**config.mk**
```make
export PLATFORM = sky130hd
export DESIGN_NAME = fetch_unit
export DESIGN_NICKNAME = d
export VERILOG_FILES = /design/src/rtl/fetch_unit.sv
export SDC_FILE = /design/constraint.sdc
export NUM_CORES = 1
export LEC_CHECK = 0
export ABC_AREA = 1
export ABC_CLOCK_PERIOD_IN_PS = 3400
export CAP_MARGIN = 20
export CORE_MARGIN = 3
export CORE_UTILIZATION = 55
export CTS_BUF_LIST = sky130_fd_sc_hd__clkbuf_8
export DETAILED_ROUTE_END_ITERATION = 10
export PLACE_DENSITY = 0.95
export SYNTH_ARGS = -nofsm -noshare
export SYNTH_HDL_FRONTEND = slang
export SYNTH_SLANG_ARGS = --single-unit
```
**constraint.sdc**
```tcl
create_clock -name clk -period 3.4 [get_ports clk]
set_input_delay 0.68 -clock clk [delete_from_list [all_inputs] [get_ports clk]]
set_output_delay 0.68 -clock clk [all_outputs]
set_load 0.1 [all_outputs]
```
**src/rtl/fetch_unit.sv**
```systemverilog
// -----------------------------------------------------------------------------
// fetch_unit -- instruction fetch stage with a registered decode interface.
//
// Issues one instruction-memory read per cycle (1-cycle read latency), tags
// each request with its PC, and forwards responses into the decode register.
// A one-entry skid buffer catches the response that lands while decode is
// stalled, so releasing a stall costs no bubble. A redirect from execute wins
// over a stall, inserts exactly one bubble and flushes the skid entry.
//
// Parameters
//   INSTR_W   instruction word width
//   PC_W      program-counter width (all PC arithmetic is modulo 2^PC_W)
//   PC_STEP   sequential PC increment
//   RESET_PC  first fetch address after reset
//
// Ports
//   clk          in   clock, all state updates on its rising edge
//   rst          in   synchronous active-high reset
//   stall_d      in   decode not ready: hold decode outputs and fetch PC
//   pc_src_e     in   redirect request from execute
//   pc_target_e  in   redirect target (used unmodified)
//   imem_en      out  instruction-memory read strobe (combinational)
//   imem_addr    out  instruction-memory read address (combinational)
//   imem_rdata   in   read data, valid the cycle after an imem_en cycle
//   instr_d      out  registered instruction to decode
//   pc_d         out  registered PC of instr_d
//   pc_plus_d    out  registered pc_d + PC_STEP
//   valid_d      out  decode register holds a real instruction
// -----------------------------------------------------------------------------
module fetch_unit #(
    parameter int unsigned INSTR_W  = 34,
    parameter int unsigned PC_W     = 9,
    parameter int unsigned PC_STEP  = 4,
    parameter int unsigned RESET_PC = 0
) (
    input  logic               clk,
    input  logic               rst,
    input  logic               stall_d,
    input  logic               pc_src_e,
    input  logic [PC_W-1:0]    pc_target_e,
    output logic               imem_en,
    output logic [PC_W-1:0]    imem_addr,
    input  logic [INSTR_W-1:0] imem_rdata,
    output logic [INSTR_W-1:0] instr_d,
    output logic [PC_W-1:0]    pc_d,
    output logic [PC_W-1:0]    pc_plus_d,
    output logic               valid_d
);

    localparam logic [PC_W-1:0] Step    = PC_W'(PC_STEP);
    localparam logic [PC_W-1:0] ResetPc = PC_W'(RESET_PC);

    // Fetch PC and in-flight request tag
    logic [PC_W-1:0]    pc_f_q, pc_f_d;
    logic               req_valid_q, req_valid_d;
    logic [PC_W-1:0]    req_pc_q, req_pc_d;

    // One-entry skid buffer
    logic               skid_valid_q, skid_valid_d;
    logic [INSTR_W-1:0] skid_instr_q, skid_instr_d;
    logic [PC_W-1:0]    skid_pc_q, skid_pc_d;

    // Decode register
    logic [INSTR_W-1:0] instr_q, instr_d_nxt;
    logic [PC_W-1:0]    pc_q, pc_d_nxt;
    logic [PC_W-1:0]    pc_plus_q, pc_plus_d_nxt;
    logic               valid_q, valid_d_nxt;

    // Request side: a redirect always fetches its target, even under stall,
    // so the target is already in flight when the stall lifts.
    always_comb begin
        imem_en   = !rst && (pc_src_e || !stall_d);
        imem_addr = pc_src_e ? pc_target_e : pc_f_q;

        pc_f_d      = pc_f_q;
        req_pc_d    = req_pc_q;
        req_valid_d = 1'b0;
        if (imem_en) begin
            req_valid_d = 1'b1;
            req_pc_d    = imem_addr;
            pc_f_d      = imem_addr + Step;
        end
    end

    // Response side: route the returning word to decode, skid, or discard.
    always_comb begin
        instr_d_nxt   = instr_q;
        pc_d_nxt      = pc_q;
        pc_plus_d_nxt = pc_plus_q;
        valid_d_nxt   = valid_q;
        skid_valid_d  = skid_valid_q;
        skid_instr_d  = skid_instr_q;
        skid_pc_d     = skid_pc_q;

        if (pc_src_e) begin
            // Redirect: bubble into decode, drop skid and the wrong-path response
            instr_d_nxt   = '0;
            pc_d_nxt      = '0;
            pc_plus_d_nxt = '0;
            valid_d_nxt   = 1'b0;
            skid_valid_d  = 1'b0;
        end else if (!stall_d) begin
            if (skid_valid_q) begin
                // Skid entry is older than anything in flight (none can be)
                instr_d_nxt   = skid_instr_q;
                pc_d_nxt      = skid_pc_q;
                pc_plus_d_nxt = skid_pc_q + Step;
                valid_d_nxt   = 1'b1;
                skid_valid_d  = 1'b0;
            end else if (req_valid_q) begin
                instr_d_nxt   = imem_rdata;
                pc_d_nxt      = req_pc_q;
                pc_plus_d_nxt = req_pc_q + Step;
                valid_d_nxt   = 1'b1;
            end else begin
                instr_d_nxt   = '0;
                pc_d_nxt      = '0;
                pc_plus_d_nxt = '0;
                valid_d_nxt   = 1'b0;
            end
        end else if (req_valid_q) begin
            // Stalled: the memory will not hold its data, so park it here
            skid_valid_d = 1'b1;
            skid_instr_d = imem_rdata;
            skid_pc_d    = req_pc_q;
        end
    end

    always_ff @(posedge clk) begin
        if (rst) begin
            pc_f_q       <= ResetPc;
            req_valid_q  <= 1'b0;
            req_pc_q     <= '0;
            skid_valid_q <= 1'b0;
            skid_instr_q <= '0;
            skid_pc_q    <= '0;
            instr_q      <= '0;
            pc_q         <= '0;
            pc_plus_q    <= '0;
            valid_q      <= 1'b0;
        end else begin
            pc_f_q       <= pc_f_d;
            req_valid_q  <= req_valid_d;
            req_pc_q     <= req_pc_d;
            skid_valid_q <= skid_valid_d;
            skid_instr_q <= skid_instr_d;
            skid_pc_q    <= skid_pc_d;
            instr_q      <= instr_d_nxt;
            pc_q         <= pc_d_nxt;
            pc_plus_q    <= pc_plus_d_nxt;
            valid_q      <= valid_d_nxt;
        end
    end

    // A skid entry is only captured while stalled with no new fetch, so a
    // request can never be in flight alongside it.
    always_ff @(posedge clk) begin
        if (!rst) begin
            assert (!(skid_valid_q && req_valid_q))
                else $error("skid entry and in-flight request coexist");
        end
    end

    assign instr_d   = instr_q;
    assign pc_d      = pc_q;
    assign pc_plus_d = pc_plus_q;
    assign valid_d   = valid_q;

endmodule

```
==> flow_summary.ini, run 1 <==
[global_routing]
grt_pass1_wl_um = 20300
grt_max_degree = 58
grt_pass1_vias = 4434
overflow = 0
antenna_found_initial = 0
grt_usage = 0.251

[yosys]
netlist-cell-type-count = 28
syn_avg_cell_area_sq_um = 7.38
synth_seq_area_share = 0.478
ys_warn_count = 0
synth_seq_cells = 112
synth-main-ff-cell = dfxtp_1
synth_edf_count = 0
ys_async_sr_fraction = 0
syn_nets = 686
netlist_instances = 636
syn_area_sq_um = 4690

[clock_tree]
cts_sinks = 112
cts_tree = done
cts.htree.levels = 3
postCtsSetupBuffers = 0
cts_buffers = 9
cts_buffer_depth = 2
clk_pin_slew_ps = 100
cts.repair.resized = 0
clock_latency_ps = 360
ctsRootBufferMaster = clkbuf_8
hold_buffers = 0

[final_layout]
drive_above_1_share = 0.0950
design_area_sq_um = 6030
multi_input_area_sq_um = 1980
stdcell_count = 831
area_delta_synth_final_pct = 28.5
fillCellCount = 643
regArea_sq_um = 2240
fin_nets = 771
diodes = 0

[routing]
routedWlPerCell_um = 14.9
vias = 4630
drt_pass1_iterations = 6
wl_um = 12400
drc = 0
drtAntennaViolNets = 0
drt_iter0_markers = 353
viasPerCell = 5.57

[floorplan]
ioPinCount = 110
die_area_sq_um = 9680
dieWidth_um = 98.4
core_region_area_sq_um = 8260
dieHeight_um = 98.4
rows = 33
floorplan.initialDensity = 0.568

[power_and_ir_drop]
powerDensity_nw_per_um2 = 461
vdd_ir_drop_max_uv = 278
p_leak_uw = 0.00238

[sta]
rsz0062_at_grt = no
min_period_over_period = 0.854
clock_skew_ps = 9.77
tns_ps = 0
clock.fmax_ghz = 0.345
finalCriticalPeriod_ps = 2900
maxSlewHeadroom = 0.346
setup_viol_count_final = 0
final-hold-violation-count = 0
whs_ps = 452
tightest_slew_ps = 978
final_max_slew_viol_count = 0

[min_path]
hold_start = skid_instr_q[26]
hp-class = register to register

[setup_path]
startpoint_type = input pin
critPathRequiredTime_ps = 2720
crit_arrival_ps = 2220
end_kind = output pin
worst-path-max-fanout = 9
critical_path_class = input pin to output pin
reg2reg_from = req_valid_q
critical_path.startpoint = pc_src_e

[outcome]
status = finished, final reports clean

[place]
place_inst = 815
place.gp.congestion = 0.875
portBuffers = 109
dp_hpwl_um = 8110
place_area_sq_um = 5840

[flow_run]
drv_cap = 0
[synth_stat cells (2+ instances only)]
cell type | count | area [sq um]
a21oi_1 | 130 | 651
a22o_1 | 2 | 17.5
buf_2 | 15 | 75.1
buf_4 | 5 | 37.5
clkbuf_1 | 21 | 78.8
dfxtp_1 | 112 | 2240
ha_1 | 3 | 37.5
inv_1 | 69 | 259
inv_2 | 5 | 18.8
nand2_1 | 97 | 364
nand2_2 | 3 | 18.8
nand3_1 | 21 | 105
nand3_2 | 2 | 20.0
nor2_1 | 28 | 105
nor2_4 | 2 | 22.5
o21ai_0 | 86 | 430
o21ai_1 | 18 | 90.1
o21ai_2 | 3 | 26.3
o22ai_1 | 5 | 31.3
[path summary, 6_finish.rpt]
kind	endpoint	slack, ps	depth (start not counted)
worst max-delay path	imem_addr[8]	500	6
worst min-delay path	skid_instr_q[26]	450	2
worst max register to register	instr_d[17]	1580	5
worst min register to register	skid_instr_q[26]	450	2
[power by group]
group / switching (uW) / internal, uW / total (uW)
combinational: 427 / 185 / 612
sequential: 40.6 / 1370 / 1410
clock: 443 / 311 / 754
total: 910 / 1870 / 2780
[kinds of logic after synthesis]
logic type / after synthesis / share of synthesized area
AOI/OAI and AO/OA: 248 / 0.272
DFF: 112 / 0.478
adders and majority gates: 3 / 0.00800
buffers and inverters: 116 / 0.101
and+or+nand+nor: 157 / 0.142
[worst max-delay path, stage by stage]
cell and delay [ps]:
clkdlybuf4s50_1 640, inv_2 170, or2_0 220, o21ai_1 200, inv_1 130, buf_12 190
[cell type report]
type,instances,area share
Tap cell,105,0.0218
Clock inverter,5,0.00684
Multi-Input combinational cell,408,0.328
Inverter,74,0.0460
Clock buffer,11,0.0251
Sequential cell,112,0.372
Timing Repair Buffer,116,0.200
[per-layer routing]
layer  track usage  vias up  part of all wire
met5             0        -                 0
met4         0.114        0             0.021
met3        0.0336       28             0.077
met2         0.415      212              0.48
met1         0.327     2119              0.42
li1              -     2271                 -
[sequential cells by signal (all words and copies together) (netlist names)]
register	flops
skid_pc_q	9
pc_f_q	9
pc_plus_d	7
skid_valid_q	1
skid_instr_q	34
instr_d	34
valid_d	1
req_valid_q	1
req_pc_q	7
pc_d	9
[stage by stage]
stage,total power (uW),setup slack [ps],utilization
after global routing,2880,384,0.731
after detailed placement,2050,495,0.707
after floorplan,1850,-281,-
final,2780,498,0.731
after CTS,2790,494,0.731
after global placement,2030,581,0.707
[placed cells by master (no fill, tap or decap)]
| cell type | netlist | final |
|---|---|---|
| nor2_2 | 1 | 1 |
| clkinv_4 | 0 | 3 |
| dfxtp_1 | 112 | 111 |
| nand3_1 | 21 | 21 |
| a221oi_1 | 1 | 1 |
| clkdlybuf4s50_1 | 0 | 81 |
| nor3_1 | 1 | 1 |
| nor2_1 | 28 | 28 |
| a22oi_1 | 1 | 1 |
| buf_12 | 0 | 11 |
| nand2_2 | 3 | 3 |
| o22ai_1 | 5 | 5 |
| o21bai_1 | 1 | 1 |
| a21oi_1 | 130 | 130 |
| o211ai_1 | 1 | 1 |
| or2_0 | 1 | 1 |
| clkbuf_8 | 0 | 11 |
| nand2_4 | 1 | 1 |
| inv_1 | 69 | 69 |
| dfxtp_2 | 0 | 1 |
| o21ai_1 | 18 | 18 |
| nor2_4 | 2 | 2 |
| nand2_1 | 97 | 97 |
| clkinvlp_4 | 0 | 2 |
| o21ai_0 | 86 | 86 |
| nand3_2 | 2 | 2 |
| buf_4 | 5 | 23 |
| ha_1 | 3 | 3 |
| o21ai_2 | 3 | 3 |
| buf_2 | 15 | 1 |
| a22o_1 | 2 | 2 |
| inv_2 | 5 | 5 |
(Power assumes the default switching activity.)
==> run 2: changes to the inputs <==
--- a/config.mk
+++ b/config.mk
@@ -7,7 +7,6 @@
 export LEC_CHECK = 0
 export ABC_AREA = 1
 export ABC_CLOCK_PERIOD_IN_PS = 3400
-export CAP_MARGIN = 20
 export CORE_MARGIN = 3
 export CORE_UTILIZATION = 55
 export CTS_BUF_LIST = sky130_fd_sc_hd__clkbuf_8
==> results of run 2 <==
Final layout, timing and power as in run 1 (identical DEF).
==> run 3: changes to the inputs <==
--- a/config.mk
+++ b/config.mk
@@ -7,9 +7,10 @@
 export LEC_CHECK = 0
 export ABC_AREA = 1
 export ABC_CLOCK_PERIOD_IN_PS = 3400
-export CORE_MARGIN = 3
+export CORE_MARGIN = 2
 export CORE_UTILIZATION = 55
 export CTS_BUF_LIST = sky130_fd_sc_hd__clkbuf_8
+export CTS_CLUSTER_DIAMETER = 100
 export DETAILED_ROUTE_END_ITERATION = 10
 export PLACE_DENSITY = 0.95
 export SYNTH_ARGS = -nofsm -noshare
==> run 3 against run 2 <==
Against the previous run:
- cell count unchanged
- die area fell by 4.0%
- largest cell class unchanged
- non-clock buffer count stayed put
==> flow_summary.ini, run 3 (same netlist as run 1, synthesis figures left out) <==
[power_and_ir_drop]
power_uw = 2800
vdd_ir_drop_max_uv = 260
powerDensity_nw_per_um2 = 464
p_leak_uw = 0.00238

[floorplan]
rows = 33
core_region_area_sq_um = 8260
ioPinCount = 110
die_area_sq_um = 9290
dieHeight_um = 96.4
floorplan.initialDensity = 0.568
dieWidth_um = 96.4

[final_layout]
layout_commonest_cell = a21oi_1
final_cell_mix = a21oi_1, dfxtp_1, nand2_1
drive_above_1_share = 0.0937
fin_nets = 771
fillCellCount = 627
diodes = 0
area_delta_synth_final_pct = 28.6

[routing]
drt_iter0_markers = 298
wl_met3_um = 925
wl_met1_um = 5230
routedWlPerCell_um = 15.2
highest_layer = met4
wl_um = 12600
vias = 4742
drt_pass1_iterations = 6
dr_wl_met2_um = 6230
viasPerCell = 5.71
drtAntennaViolNets = 0
drc = 0

[sta]
tightest_slew_ps = 1010
maxSlewHeadroom = 0.321
final-hold-violation-count = 0
finalCriticalPeriod_ps = 2730
rsz0062_at_grt = no
clock_skew_ps = 12.8
setup_slack_ps = 667
setup_viol_count_final = 0
min_period_over_period = 0.804
final_max_slew_viol_count = 0
clock.fmax_ghz = 0.366

[place]
place.gp.congestion = 0.868
dp_hpwl_um = 8340
portBuffers = 109
place_ws_ps = 661

[min_path]
hold_depth = 2
hp-class = register to register

[clock_tree]
clock_latency_ps = 370
cts.htree.levels = 3
cts_buffer_depth = 2
postCtsSetupBuffers = 0
cts_buffers = 9
cts.repair.resized = 0
clk_pin_slew_ps = 120
hold_buffers = 0
cts_tree = done
ctsRootBufferMaster = clkbuf_8
cts_sinks = 112

[outcome]
status = finished, final reports clean

[global_routing]
grt_max_degree = 54
grt_pass1_vias = 4617
antenna_found_initial = 0
grt_pass1_wl_um = 20500
overflow = 0
grt_usage = 0.275

[setup_path]
startpoint_type = input pin
worst-path-max-fanout = 14
worstRegToRegCells = 7
crit_arrival_ps = 2050
critPathRequiredTime_ps = 2720
critical_path_class = input pin to output pin
end_kind = output pin

[flow_run]
drv_cap = 0
[run 3: cell count changes in the layout (fill, tap and decap cells not counted), sizes merged]
| cell | previous run | this run |
|---|---|---|
| clkdlybuf4s50 | 81 | 82 |
| clkbuf | 11 | 9 |
| inv | 74 | 78 |
| clkinvlp | 2 | 0 |
| buf | 35 | 34 |
[run 3: final timing paths]
| path | start | end | slack [ps] |
|---|---|---|---|
| max reg2reg | req_valid_q | pc_plus_d[4] | 1410 |
| min reg2reg | skid_instr_q[20] | skid_instr_q[20] | 460 |
| min | skid_instr_q[20] | skid_instr_q[20] | 460 |
| max | pc_src_e | imem_addr[2] | 670 |
[run 3: cell type report]
class,count,area [sq um],share of cell area
timing repair buffer,116,1210,0.201
clock inverter,7,71.3,0.0118
clock buffer,9,124,0.0205
sequential,112,2240,0.372
tap,105,131,0.0218
multi-input combinational,408,1980,0.328
inverter,74,278,0.0460
[run 3: critical path, cell delays in order]
cell             delay, ps
clkdlybuf4s50_1        440
buf_4                  210
o21ai_1                470
buf_12                 250
[run 3: per-layer routing]
layer | vias up | track usage
li1 | 2282 | -
met1 | 2209 | 0.343
met2 | 223 | 0.488
met3 | 28 | 0.0372
met4 | 0 | 0.0951
met5 | - | 0
[run 3: stage by stage]
stage / TNS, ps / instance area [sq um] / hold WS (ps) / util / instances
6_report: 0 / 6040 / 456 / 0.731 / 831
5_1_grt: 0 / 6040 / 472 / 0.731 / 831
4_1_cts: 0 / 6040 / 454 / 0.731 / 831
3_5_place_dp: 0 / 5840 / 436 / 0.708 / 815
3_3_place_gp: 0 / 5840 / 431 / 0.708 / 815
2_1_floorplan: -562 / 4690 / 424 / - / 636
[run 3: where the power goes]
group | switching (uW) | internal [uW] | total [uW] | leakage [uW]
sequential | 42.0 | 1370 | 1410 | 0.000916
clock | 482 | 292 | 773 | 0.000101
combinational | 428 | 186 | 614 | 0.00137
==> RTL edit 1, RTL diff (config.mk and constraints of run 1) <==
Change the parameter `PC_W` from 9 to 11.
--- a/src/rtl/fetch_unit.sv
+++ b/src/rtl/fetch_unit.sv
@@ -30,5 +30,5 @@
 module fetch_unit #(
     parameter int unsigned INSTR_W  = 34,
-    parameter int unsigned PC_W     = 9,
+    parameter int unsigned PC_W     = 11,
     parameter int unsigned PC_STEP  = 4,
     parameter int unsigned RESET_PC = 0
Interface: changed (resized imem_addr, pc_d, pc_plus_d and pc_target_e); port bits go from 110 to 118. The function was not compared with the original's and may differ.
==> RTL edit 1 against run 1 <==
Wire length rose by 20%. Critical endpoint is now imem_addr[9]. Final area rose by 14%. Clock power rose by 71%. Sequential cell count rose by 10. Area after synthesis rose by 12%. Combinational power rose by 11%. Setup slack got worse by 0.15 ns. Power rose by 26%. Via count rose by 17%.
==> RTL edit 1: results (changes against run 1) <==
run status = finished, final reports clean
worst rel slew slack = 33.27% (-1.3 points)
clock latency of the later-clocked register in the worst-skew pair = 0.42 ns (+0.06 ns)
wire length of the first global-routing pass = 24,700 µm (+21%)
met2 layer wire length in the routed design = 7166 µm (+19%)
net count of the mapped netlist = 769 (+12%)
Max Root-Sink Buffers = 2 (unchanged)
number of hold violations in the final report = 0 (unchanged)
r2r setup slk = 1.61 ns (+0.03 ns)
endpoint of the most critical register-to-register path = pc_plus_d[10]
post-CTS resize count = 0 (unchanged)
number of detailed-route iterations in the first pass = 6 (unchanged)
CTS buffer count = 17 (+8)
violation count after the first detailed-route iteration = 514 (+46%)
Routed wire per std cell = 15.57 µm (+4.1%)
worst min-delay path endpoint = skid_pc_q[0]
number of antenna repair diodes = 0 (unchanged)
total met3 wirelength after detailed routing = 1220 µm (+28%)
Global Route met2 Usage = 44.35% (+2.8 points)
total leakage power = 2.740 nW (+15%)
number of unique standard cell types used by synthesis = 30 (+7.1%)
number of global-route vias before repair = 5,258 (+19%)
start of the worst register-to-register path = req_valid_q
portion of the post-synthesis area used by sequential elements = 46.59% (-1.2 points)
share of final-layout standard cells stronger than drive strength 1 = 11.35% (+1.8 points)
Synth warnings = 0 (unchanged)
Clock Skews = 0.01048 ns (+0.0007150 ns)
grt met1 use = 34.57% (+1.9 points)
Detail Placement HPWL = 9386 µm (+16%)
antenna violations before repair = 0 (unchanged)
Filler cells = 640 (-0.47%)
finished layout cell area = 6893 µm² (+14%)
maximum net fanout on the critical path = 13 (+4)
average instance area after synthesis = 7.312 µm² (-0.94%)
vias per std cell = 5.670 (+1.8%)
Final Wtd Congestion = 0.9326 (+6.6%)
most used standard cells in the synthesized netlist = a21oi_1 (135), dfxtp_1 (122), nand2_1 (118), o21ai_0 (104), inv_1 (74)
# Post-CTS Setup Buffers = 0 (unchanged)
wire length on met1 = 6059 µm (+16%)
total global routing track utilization = 27.41% (+2.3 points)
arrival time at the worst endpoint = 2.38 ns (+0.16 ns)
largest net degree at the start of global routing = 60 (+3.4%)
clk root buf = clkbuf_8
# placed instances = 922 (+13%)
top routing layer in use = met4
final non-filler cell total = 954 (+15%)
number of port buffers = 117 (+7.3%)
number of cells on the worst reg-to-reg path = 8 (+3)
Placed Area = 6494 µm² (+11%)
Peak VDD IR = 309.2 µV (+11%)
met3 Use GR = 6.219% (+2.9 points)
Hold Crit Start = skid_pc_q[0]
maximum level of the CTS H-tree = 4 (+1)
post-CTS clock slew at the launch and capture registers of the worst setup and hold paths = 0.08 ns (-0.02 ns)
main area contributors after synthesis = dfxtp_1 (47%), a21oi_1 (13%), o21ai_0 (9.9%), nand2_1 (8.4%), inv_1 (5.3%)
number of nets in the layout = 867 (+12%)
## RTL edit 1: layout make-up
cell class	instances	area share, %
flip-flops and latches	122	35.45
multi-input cells	468	33.00
repair buffers	127	19.13
inverters	79	4.338
clock buffers	17	3.394
clock inverters	15	2.396
well taps	126	2.287
## RTL edit 1: report_power, final
group,leakage (nW),total (mW),switching [mW],internal [mW]
registers,0.997,1.54,0.0454,1.49
logic,1.54,0.680,0.477,0.203
clock network,0.202,1.29,0.623,0.667
## RTL edit 1: stage by stage
step | hold WS [ns] | power [mW] | setup slack [ns]
after floorplan | 0.4234 | 2.022 | -0.3853
after global placement | 0.4313 | 2.221 | 0.4236
after detailed placement | 0.4364 | 2.239 | 0.3658
after CTS | 0.4483 | 3.515 | 0.3489
after global routing | 0.4664 | 3.627 | 0.1941
final | 0.4483 | 3.509 | 0.3440
## RTL edit 1: logic make-up (layout without fill, tap and decap cells)
group | count (synthesis) | in the layout | share of synthesized area, %
AOI/OAI and AO/OA | 262 | 262 | 26.09
adders and majority gates | 3 | 3 | 0.7161
buffers and inverters | 127 | 238 | 10.21
DFF | 122 | 122 | 46.59
and+or+nand+nor | 203 | 203 | 16.40
## RTL edit 1: worst max-delay path, cell delays in order
cell             delay, ns
clkdlybuf4s50_1       0.80
inv_2                 0.23
or2_0                 0.26
o21ai_2               0.10
inv_1                 0.12
buf_12                0.18
## RTL edit 1: how the worst max path moves through the flow
stage,start,end,slack (ns),cells after the start
6_report,pc_src_e,imem_addr[9],0.34,6
5_1_grt,pc_src_e,imem_addr[9],0.19,6
4_1_cts,pc_src_e,imem_addr[9],0.35,6
3_5_place_dp,pc_src_e,imem_addr[9],0.37,6
3_3_place_gp,pc_src_e,imem_addr[9],0.42,6
2_1_floorplan,pc_src_e,imem_addr[0],-0.39,3
==> RTL edit 2, RTL diff (config.mk and constraints of run 1) <==
Without the edit above. Make the reset (`rst`) asynchronous in one clocked block. Comments in the files are not updated.
--- a/src/rtl/fetch_unit.sv
+++ b/src/rtl/fetch_unit.sv
@@ -127,5 +127,5 @@
     end
 
-    always_ff @(posedge clk) begin
+    always_ff @(posedge clk or posedge rst) begin
         if (rst) begin
             pc_f_q       <= ResetPc;
Function: differs if rst is asserted again (counterexample within 4 cycles, from zero or initial values and one cycle with rst high); with rst held inactive, the same outputs for 4 cycles.
==> RTL edit 2 against run 1 <==
Wire length shrank 0.58%. Non-clock buffer count grew 3. Clock power grew 5.0%. Largest power group unchanged. Critical path type unchanged. Cell count shrank 12%. Final area grew 6.2%. Setup slack lost 0.020 ns. Fmax shrank 0.70%. Power grew 20%. Via count shrank 10%. Core utilization shrank 0.28 points. Sequential cell count is the same. Area after synthesis grew 7.1%.
==> RTL edit 2: results (changes against run 1) <==
share of final-layout standard cells stronger than drive strength 1 = 10.00% (+0.50 points)
run status = finished, final reports clean
number of unique standard cell types used by synthesis = 27 (-3.6%)
arrival time at the worst endpoint = 2.24 ns (+0.02 ns)
Placed Area = 6207 µm² (+6.3%)
most used standard cells in the synthesized netlist = nand2_1 (125), dfrtp_1 (112), o21ai_0 (74), a22oi_1 (39), mux2_1 (36)
net count of the mapped netlist = 567 (-17%)
final routed wirelength across all metal layers = 12,350 µm (-0.58%)
Primary FF master, synth = dfrtp_1
start of the worst register-to-register path = req_valid_q
portion of the post-synthesis area used by sequential elements = 55.75% (+8.0 points)
largest net degree at the start of global routing = 78 (+34%)
violation count after the first detailed-route iteration = 295 (-16%)
r2r setup slk = 1.18 ns (-0.40 ns)
wire length of the first global-routing pass = 20,360 µm (+0.17%)
Post-Synth XOR/XNOR Area = 0.1742% (+0.17 points)
DR vias = 4,151 (-10%)
endpoint of the most critical register-to-register path = instr_d[15]
dpl ws = 0.4816 ns (-0.01359 ns)
synthesized-area fraction occupied by adder cells = 0.7466% (-0.053 points)
largest incremental delay on the critical path = 0.73 ns (+0.09 ns)
post-synthesis mux area share = 8.064% (+8.1 points)
Peak VDD IR = 307.1 µV (+10%)
number of detailed-route iterations in the first pass = 5 (-1)
proportion of synthesized flip-flops having asynchronous set or reset = 100.0% (+100 points)
total global routing track utilization = 24.86% (-0.24 points)
Detail Placement HPWL = 8487 µm (+4.7%)
Filler cells = 616 (-4.2%)
maximum net fanout on the critical path = 11 (+2)
worst min-delay path endpoint = instr_d[23]
main area contributors after synthesis = dfrtp_1 (56%), nand2_1 (9.3%), mux2_1 (8.1%), o21ai_0 (7.4%), a22oi_1 (5.8%)
Clock Skews = 0.01487 ns (+0.005099 ns)
[RTL edit 2: cell count changes after synthesis, sizes merged, moves of 11 or more]
cell and delta:
a21oi -128, dfrtp +112, dfxtp -112, inv -39, a22oi +38, mux2 +36
o21ai -32, nand2 +25, clkbuf -11
[RTL edit 2: worst max-delay path: cells and delay by family]
family / cells / cell delay [ns]
AND/OR/NAND/NOR: 2 / 0.32
buffers and inverters: 4 / 1.23
[RTL edit 2: worst max path at each step]
stage | from | end | slack (ns) | cells after the start
2_1_floorplan | pc_src_e | imem_addr[0] | -0.39 | 3
3_3_place_gp | pc_src_e | imem_addr[1] | 0.54 | 4
3_5_place_dp | pc_src_e | imem_en | 0.48 | 6
4_1_cts | pc_src_e | imem_en | 0.48 | 6
5_1_grt | pc_src_e | imem_en | 0.35 | 6
6_report | pc_src_e | imem_en | 0.48 | 6
[RTL edit 2: routing by layer]
metal / track usage (%) / share of wire (%) / up-vias
li1: - / - / 1941
met1: 31.99 / 41 / 2025
met2: 42.66 / 51 / 165
met3: 4.545 / 6.2 / 20
met4: 8.180 / 1.9 / 0
met5: 0 / 0 / -
[RTL edit 2: power by group]
group | switching [mW] | internal (mW)
sequential | 0.126 | 1.51
clock | 0.445 | 0.347
combinational | 0.611 | 0.295
total | 1.18 | 2.15
[RTL edit 2: cell families (layout without fill, tap and decap cells)]
kind of cell,count (synthesis),after routing
compound gates,121,121
xor+xnor,1,1
fa+ha+maj,3,3
buf+inv,67,170
flops,112,112
mux,36,36
simple gates,177,177
[RTL edit 2: final cells by class]
type                    instances  area (µm²)  share of cell area (%)
multi-input cells             338        1899                   29.64
well taps                     108       135.1                   2.109
repair buffers                119        1231                   19.21
clock inverters                 7       77.57                   1.210
inverters                      35       137.6                   2.148
clock buffers                   9       123.9                   1.933
flip-flops and latches        112        2804                   43.75
[RTL edit 2: metrics by stage]
step | utilization, % | total power, mW | TNS [ns] | std cells | hold WS [ns]
2_1_floorplan | - | 2.260 | -1.049 | 517 | 0.4494
3_3_place_gp | 70.49 | 2.508 | 0 | 712 | 0.4656
3_5_place_dp | 70.49 | 2.558 | 0 | 712 | 0.4738
4_1_cts | 72.78 | 3.350 | 0 | 728 | 0.5004
5_1_grt | 72.78 | 3.480 | 0 | 728 | 0.5184
6_report | 72.78 | 3.330 | 0 | 728 | 0.4983
